## src/rtl/mmu_address_translator.sv

```systemverilog
// Single-request MMU: fully-associative TLB lookup with direct-mapped upper 1 GiB window.
// One translation in flight; result is held until the consumer accepts it.
module mmu_address_translator #(
    parameter int unsigned TLB_ENTRIES = 32
) (
    input  logic        clock,
    input  logic        resetN,
    input  logic        requestValid,
    output logic        requestReady,
    input  logic [31:0] virtualAddress,
    input  logic        requestWrite,
    output logic        responseValid,
    input  logic        responseReady,
    output logic [31:0] physicalAddress,
    output logic [1:0]  fault,
    input  logic        tlbWriteEnable,
    input  logic [4:0]  tlbWriteIndex,
    input  logic [19:0] tlbWritePage,
    input  logic [17:0] tlbWriteFrame,
    input  logic        tlbWriteWritable,
    input  logic        tlbWriteValid
);

    typedef enum logic [1:0] {IDLE, LOOKUP, RESPOND} state_e;

    localparam logic [1:0] FLT_NONE    = 2'd0;
    localparam logic [1:0] FLT_MISS    = 2'd1;
    localparam logic [1:0] FLT_INVALID = 2'd2;
    localparam logic [1:0] FLT_WPROT   = 2'd3;

    state_e      state_q, state_d;
    logic [31:0] va_q, va_d;
    logic        wr_q, wr_d;
    logic [31:0] pa_q, pa_d;
    logic [1:0]  fault_q, fault_d;

    logic [TLB_ENTRIES-1:0][19:0] page_q;
    logic [TLB_ENTRIES-1:0][17:0] frame_q;
    logic [TLB_ENTRIES-1:0]       wrt_q;
    logic [TLB_ENTRIES-1:0]       vld_q;
    logic [TLB_ENTRIES-1:0]       match;

    // Matching ignores the valid flag so an invalid hit can be reported as its own fault.
    for (genvar g = 0; g < TLB_ENTRIES; g++) begin : g_entry
        assign match[g] = (page_q[g] == va_q[31:12]);

        always_ff @(posedge clock or negedge resetN) begin
            if (!resetN) begin
                page_q[g]  <= '0;
                frame_q[g] <= '0;
                wrt_q[g]   <= 1'b0;
                vld_q[g]   <= 1'b0;
            end else if (tlbWriteEnable && tlbWriteIndex == 5'(g)) begin
                page_q[g]  <= tlbWritePage;
                frame_q[g] <= tlbWriteFrame;
                wrt_q[g]   <= tlbWriteWritable;
                vld_q[g]   <= tlbWriteValid;
            end
        end
    end

    logic        hit, hit_w, hit_v;
    logic [17:0] hit_frame;
    logic [31:0] lk_pa;
    logic [1:0]  lk_fault;

    // Scan high to low so the lowest matching index wins.
    always_comb begin
        hit       = 1'b0;
        hit_w     = 1'b0;
        hit_v     = 1'b0;
        hit_frame = '0;
        for (int i = TLB_ENTRIES - 1; i >= 0; i--) begin
            if (match[i]) begin
                hit       = 1'b1;
                hit_w     = wrt_q[i];
                hit_v     = vld_q[i];
                hit_frame = frame_q[i];
            end
        end

        lk_pa    = '0;
        lk_fault = FLT_NONE;
        if (va_q[31:30] == 2'b11) begin
            lk_pa = {2'b00, va_q[29:0]};
        end else if (!hit) begin
            lk_fault = FLT_MISS;
        end else if (!hit_v) begin
            lk_fault = FLT_INVALID;
        end else if (wr_q && !hit_w) begin
            lk_fault = FLT_WPROT;
        end else begin
            lk_pa = {2'b00, hit_frame, va_q[11:0]};
        end
    end

    always_ff @(posedge clock or negedge resetN) begin
        if (!resetN) begin
            state_q <= IDLE;
            va_q    <= '0;
            wr_q    <= 1'b0;
            pa_q    <= '0;
            fault_q <= FLT_NONE;
        end else begin
            state_q <= state_d;
            va_q    <= va_d;
            wr_q    <= wr_d;
            pa_q    <= pa_d;
            fault_q <= fault_d;
        end
    end

    always_comb begin
        state_d       = state_q;
        va_d          = va_q;
        wr_d          = wr_q;
        pa_d          = pa_q;
        fault_d       = fault_q;
        requestReady  = 1'b0;
        responseValid = 1'b0;
        case (state_q)
            IDLE: begin
                requestReady = 1'b1;
                if (requestValid) begin
                    va_d    = virtualAddress;
                    wr_d    = requestWrite;
                    state_d = LOOKUP;
                end
            end
            LOOKUP: begin
                pa_d    = lk_pa;
                fault_d = lk_fault;
                state_d = RESPOND;
            end
            RESPOND: begin
                responseValid = 1'b1;
                if (responseReady) state_d = IDLE;
            end
            default: state_d = IDLE;
        endcase
    end

    assign physicalAddress = pa_q;
    assign fault           = fault_q;

endmodule

```

## config.mk

```make
export PLATFORM = sky130hd
export DESIGN_NAME = mmu_address_translator
export DESIGN_NICKNAME = d
export VERILOG_FILES = /design/src/rtl/mmu_address_translator.sv
export SDC_FILE = /design/constraint.sdc
export NUM_CORES = 2
export LEC_CHECK = 0
export ABC_AREA = 0
export ABC_CLOCK_PERIOD_IN_PS = 9300
export CORE_ASPECT_RATIO = 1.2
export CORE_UTILIZATION = 30
export CTS_CLUSTER_DIAMETER = 40
export DETAILED_ROUTE_END_ITERATION = 10
export GPL_TIMING_DRIVEN = 0
export PLACE_DENSITY = 0.53
export SLEW_MARGIN = 15
export SYNTH_ARGS = -nofsm -noshare
export SYNTH_HDL_FRONTEND = slang
export SYNTH_SLANG_ARGS = --single-unit
```

## constraint.sdc

```tcl
create_clock -name clock -period 9.3 [get_ports clock]
set_clock_uncertainty 0.15 [all_clocks]
set_input_delay 0.93 -clock clock [delete_from_list [all_inputs] [get_ports clock]]
set_output_delay 0.93 -clock clock [all_outputs]
set_load 0.05 [all_outputs]
```

== Word level (Yosys, flattened, before mapping) ==
Index checks and enable logic that the tools add are counted.

* Memory bits (read-only): 0
* Memories kept: 0
* Output and inout port bits: 36
* Input port bits: 83
* Bits in latches: 0
* Bits in writable memories: 0
* Logic and storage cells: 380
* Register bits: 1349

* Magnitude comparators: 0
* Mux-type cells: 141
* Bitwise operators: 0
* Reduce and logical (&&, ||, !) cells: 38
* Div/mod/pow operators: 0
* Eq/ne operators: 68
* Add/subtract/negate cells: 0
* Shifts and indexed selects: 0
* Multiply operators: 0

{| class="wikitable"
|+ Operator list
! operator !! count
|-
| $eq 20x20->1 || 32
|-
| $mux 18 || 32
|-
| $mux 30 || 4
|-
| $mux 1 || 98
|-
| $eq 5x5->1 const B || 16
|-
| $eq 5x4->1 const B || 8
|-
| $logic_and 1x1->1 || 33
|-
| $eq 5x3->1 const B || 4
|-
| $mux 2 || 6
|-
| $eq 5x2->1 const B || 2
|-
| $pmux 2 s3 || 1
|-
| $eq 5x1->1 const B || 1
|-
| $logic_not 5->1 || 1
|-
| $eq 2x2->1 const B || 2
|-
| $ne 2x2->1 const B || 2
|-
| $reduce_and 2->1 || 2
|-
| $eq 2x1->1 const B || 1
|-
| $logic_not 2->1 || 1
|-
| $logic_not 1->1 || 1
|}

== Longest topological paths before layout ==
* Depth in word-level cells: 39
* Gate-level depth with buffers: 17
* Mapped depth without buffers: 10

== Least setup slack after synthesis ==
OpenSTA, ideal clock, no wires.

* Path kind: flip-flop to flip-flop
* From: register va_q[29]
* To: register pa_q[19] (netlist: physicalAddress[19])
* Setup time: 0.074 ns
* Clock period less this slack: 3.183 ns
* Data arrival time: 2.959 ns
* Setup slack: 6.117 ns
* Stages on the path, launching flop included: 16
* Data required time: 9.076 ns
* Buffers on the path: 5
* Path through: dfrtp_1 > buf_6 > buf_6 > buf_8 > buf_6 > xor2_1 > nor4_1 > nand3_1 > nor3_4 > mux2i_1 > o211a_1 > o2111ai_1 > a31oi_4 > o211ai_4 > buf_6 > o21ai_2

* Cells in the longest elaborated chain, start to end: 39
* Elaborated cells on any way between the ends: 166
* Those cells by class: eq/ne (32); mux (132); reduce/logical (2)

{| class="wikitable"
|+ Ends and longest elaborated chain
! element !! line !! RTL
|-
| from (decl) || 32 || <nowiki>logic [31:0] va_q, va_d;</nowiki>
|-
| from (signal assigned) || 106 || <nowiki>va_q <= va_d;</nowiki>
|-
| $eq 20x20->1 || 45 || <nowiki>assign match[g] = (page_q[g] == va_q[31:12]);</nowiki>
|-
| $mux 1 (32 in a row) || 74 || <nowiki>if (match[i]) begin</nowiki>
|-
| $logic_not 1->1 || 90 || <nowiki>end else if (wr_q && !hit_w) begin</nowiki>
|-
| $logic_and 1x1->1 || 90 ||
|-
| $mux 30 || 90 ||
|-
| $mux 30 || 88 || <nowiki>end else if (!hit_v) begin</nowiki>
|-
| $mux 30 (*) || 86 || <nowiki>end else if (!hit) begin</nowiki>
|-
| $mux 30 (*) || 84 || <nowiki>if (va_q[31:30] == 2'b11) begin</nowiki>
|-
| to (signal assigned) || 108 || <nowiki>pa_q <= pa_d;</nowiki>
|-
| to (decl) || 34 || <nowiki>logic [31:0] pa_q, pa_d;</nowiki>
|}

Mark *: on every way between the ends. The rest lies on a longest branch, timed or not.
A chain may end at the register's enable or synchronous reset.

== Final worst setup path ==
* From: register va_q[19]
* To: register pa_q[18] (netlist: physicalAddress[18])

Same word-level chain as after synthesis.

==> metrics <==
Num CTS Buffers=220; reg2reg path depth=16; core outline area=215000 um^2; run status=finished clean; Die H=512 um; asr flop ratio synth=1.00; TNS Setup=0 ns; number of buffers added on ports=114; first-pass GRT wire length=350000 um; Cell Pwr Density=285 nW/um^2; Worst R2R End=physicalAddress[18]$_DFFE_PN0N_; Starting Density=0.303; Mapped Area=64900 um^2; CP Cell Sequence=buf_4 -> buf_6 -> buf_6 -> buf_6 -> xor2_1 -> nor4_1 -> nand2_1 -> nor2_1 -> clkbuf_1 -> or3_1 -> buf_2 -> buf_2 -> a211oi_1 -> a31o_2 -> o311a_1 -> o21ai_1; clk_lat worst skew=0.86 ns; CP Capture Type=flop; Ys Warns=0; cell at the root of the clock tree=clkbuf_16; end point of the worst hold path=wrt_q[22]$_DFFE_PN0P_; vias in the first global route=45974; max_slew headroom=0.0867; Final HPWL DP=174000 um; DRC viols=0; Slew @ Worst Pin=1.37 ns; vias per inst=5.32; routability congestion estimate=0.943; grt ovf=0; initial antenna violation count=16; Worst EP required=9.91 ns; Initial DRC Count=4151; Setup WS post-layout=3.69 ns; top cell type's share of synthesized area=0.519; largest net degree at the start of global routing=148; Num Clock Sinks=1347; clk slew on worst S/H paths=0.05 ns; Crit Path Class=reg -> reg; final hold viol count=0; Vias=44940; io pins=119; family with the most delay on the worst path=buffers and inverters; clock tree buffer depth=3; Max rail drop VDD=0.000197 V; die width=427 um; die area=218000 um^2; Startpoint Class=flop; R2R setup slack=3.69 ns; Routed WL=247000 um; area leader, netlist=dfrtp_1; Top FF cell, synth=dfrtp_1; Slew Viols, Final=0; post-synthesis sequential area ratio=0.519; CTS tree=built; leakage=34.0 nW; Netlist cell types=88; share of cells above drive strength 1=0.344; WHS Path Cells=1; setup violators final=0; total track usage=0.224; Critical path buffers and inverters=7; RSZ-0062 raised after global routing=no; reg2reg start=va_q[19]$_DFFE_PN0P_; H-tree depth=4; nets=5514; largest cells by area after synthesis=dfrtp_1 (52%), mux2_2 (23%), xor2_1 (5.5%); crit-path max FO=10; Slowest-stage cell, CP=clkbuf_1; worst path arrival time=6.22 ns; #FFs+latches synth=1347; layout overhead on the synthesized area=19.9%; row cnt=186; Max stage delay on crit path=0.83 ns; Max Cap Violations=0; number of fill cells=21056; pre-CTS WS=3.81 ns; top-count cell post-synth=dfrtp_1; final worst-path cycle share=0.603; Syn Inst Count=5075; Routed Antenna Nets=0; worst hold path class=reg -> reg; drt wl/cell=29.3 um; Mean Syn Cell Area=12.8 um^2; fmax=178 MHz; Hold Crit Start=wrt_q[22]$_DFFE_PN0P_; Commonest cells post-synth=dfrtp_1 (1347), mux2_2 (1323), xor2_1 (408); Top cell by count, worst path=buf_6; Post-synth EDFFs=0; minimum clock period=5.61 ns; drt pass-1 iters=6
## through the flow
stage	util	total power, W	hold slack, ns	area, um^2	cells
after floorplan	-	0.0116	0.321	65000	5076
after global placement	0.324	0.0137	0.330	69600	8010
after detailed placement	0.327	0.0137	0.337	70100	8028
after CTS	0.363	0.0223	0.349	77900	8446
after global routing	0.363	0.0230	0.353	77900	8446
final	0.363	0.0222	0.347	77900	8450
## what timing repair did
action / 4_1_cts / 5_1_grt
hold buffers: 1 / 0
resized for setup: 0 / 0
setup buffers: 0 / 0
endpoints found under the hold margin: 69 / 0
## state kept, by name, summed over array words and instances (netlist names)
register	count
fault	2
frame_q	576
page_q	640
physicalAddress	30
state_q	2
va_q	32
vld_q	32
wr_q	1
wrt_q	32
## report_power, final
group / internal, W / total, W / switching [W]
combinational: 0.00244 / 0.00576 / 0.00332
sequential: 0.00709 / 0.00787 / 0.000780
clock: 0.00537 / 0.00854 / 0.00317
total: 0.0149 / 0.0222 / 0.00727
## routing by layer
| metal | up-vias | routed length (um) | share of wire | global-route usage |
|---|---|---|---|---|
| met5 | - | 30 | 0.00012 | 0 |
| met4 | 4 | 11900 | 0.048 | 0.0993 |
| met3 | 540 | 15200 | 0.062 | 0.0398 |
| met2 | 1607 | 115000 | 0.46 | 0.354 |
| met1 | 23858 | 105000 | 0.43 | 0.300 |
| li1 | 18931 | - | - | - |
## worst reg2reg max path, delay by kind of cell (launching register included)
kind | cells | cell delay (ns)
DFF | 1 | 0.32
buffers and inverters | 7 | 2.76
and+or+nand+nor | 4 | 1.41
AOI/OAI and AO/OA | 4 | 0.76
xor gates and xnor gates | 1 | 0.13
## worst max-delay path by stage
stage                                     from                               to  slack [ns]  cells after the start
after global placement                  resetN         frame_q[118]$_DFFE_PN0P_      -56.45                      1
after floorplan           va_q[29]$_DFFE_PN0P_  physicalAddress[19]$_DFFE_PN0N_        6.12                     15
after global routing      va_q[19]$_DFFE_PN0P_  physicalAddress[18]$_DFFE_PN0N_        3.61                     16
final                     va_q[19]$_DFFE_PN0P_  physicalAddress[18]$_DFFE_PN0N_        3.69                     16
after detailed placement  va_q[19]$_DFFE_PN0P_  physicalAddress[18]$_DFFE_PN0N_        3.81                     16
after CTS                 va_q[19]$_DFFE_PN0P_  physicalAddress[18]$_DFFE_PN0N_        3.78                     16
## layout by cell type (no fill, tap or decap), types with 73 or more instances in the layout
master,Yosys,layout
dfrtp_1,1347,1347
mux2_2,1323,1323
xor2_1,408,408
clkbuf_1,295,314
xnor2_1,232,232
clkbuf_16,0,223
nand2_1,144,144
clkdlybuf4s50_1,0,113
nor4_1,106,104
nor2_1,97,93
o21ai_0,84,84
nor3_1,83,78
buf_6,70,73
## cell type report
cell class,count,area [um^2],share of cell area
clock buffers,273,6010,0.0772
plain buffers,448,2340,0.0301
diodes,4,10.0,0.000129
flip-flops and latches,1347,33700,0.433
multi-input cells,3247,28800,0.370
clock inverters,144,1760,0.0226
repair buffers,133,1550,0.0199
well taps,2820,3530,0.0453
inverters,34,128,0.00164
## cells by family (layout without fill, tap and decap cells)
| group | Yosys count | count (layout) | share of synthesized area |
|---|---|---|---|
| mux | 1356 | 1356 | 0.234 |
| flops | 1347 | 1347 | 0.519 |
| simple gates | 716 | 716 | 0.0601 |
| xor+xnor | 640 | 640 | 0.0863 |
| compound gates | 533 | 533 | 0.0622 |
| buf+inv | 482 | 1032 | 0.0379 |
| other cells | 1 | 6 | 0.0000577 |
Power figures use the tool's default switching activity.
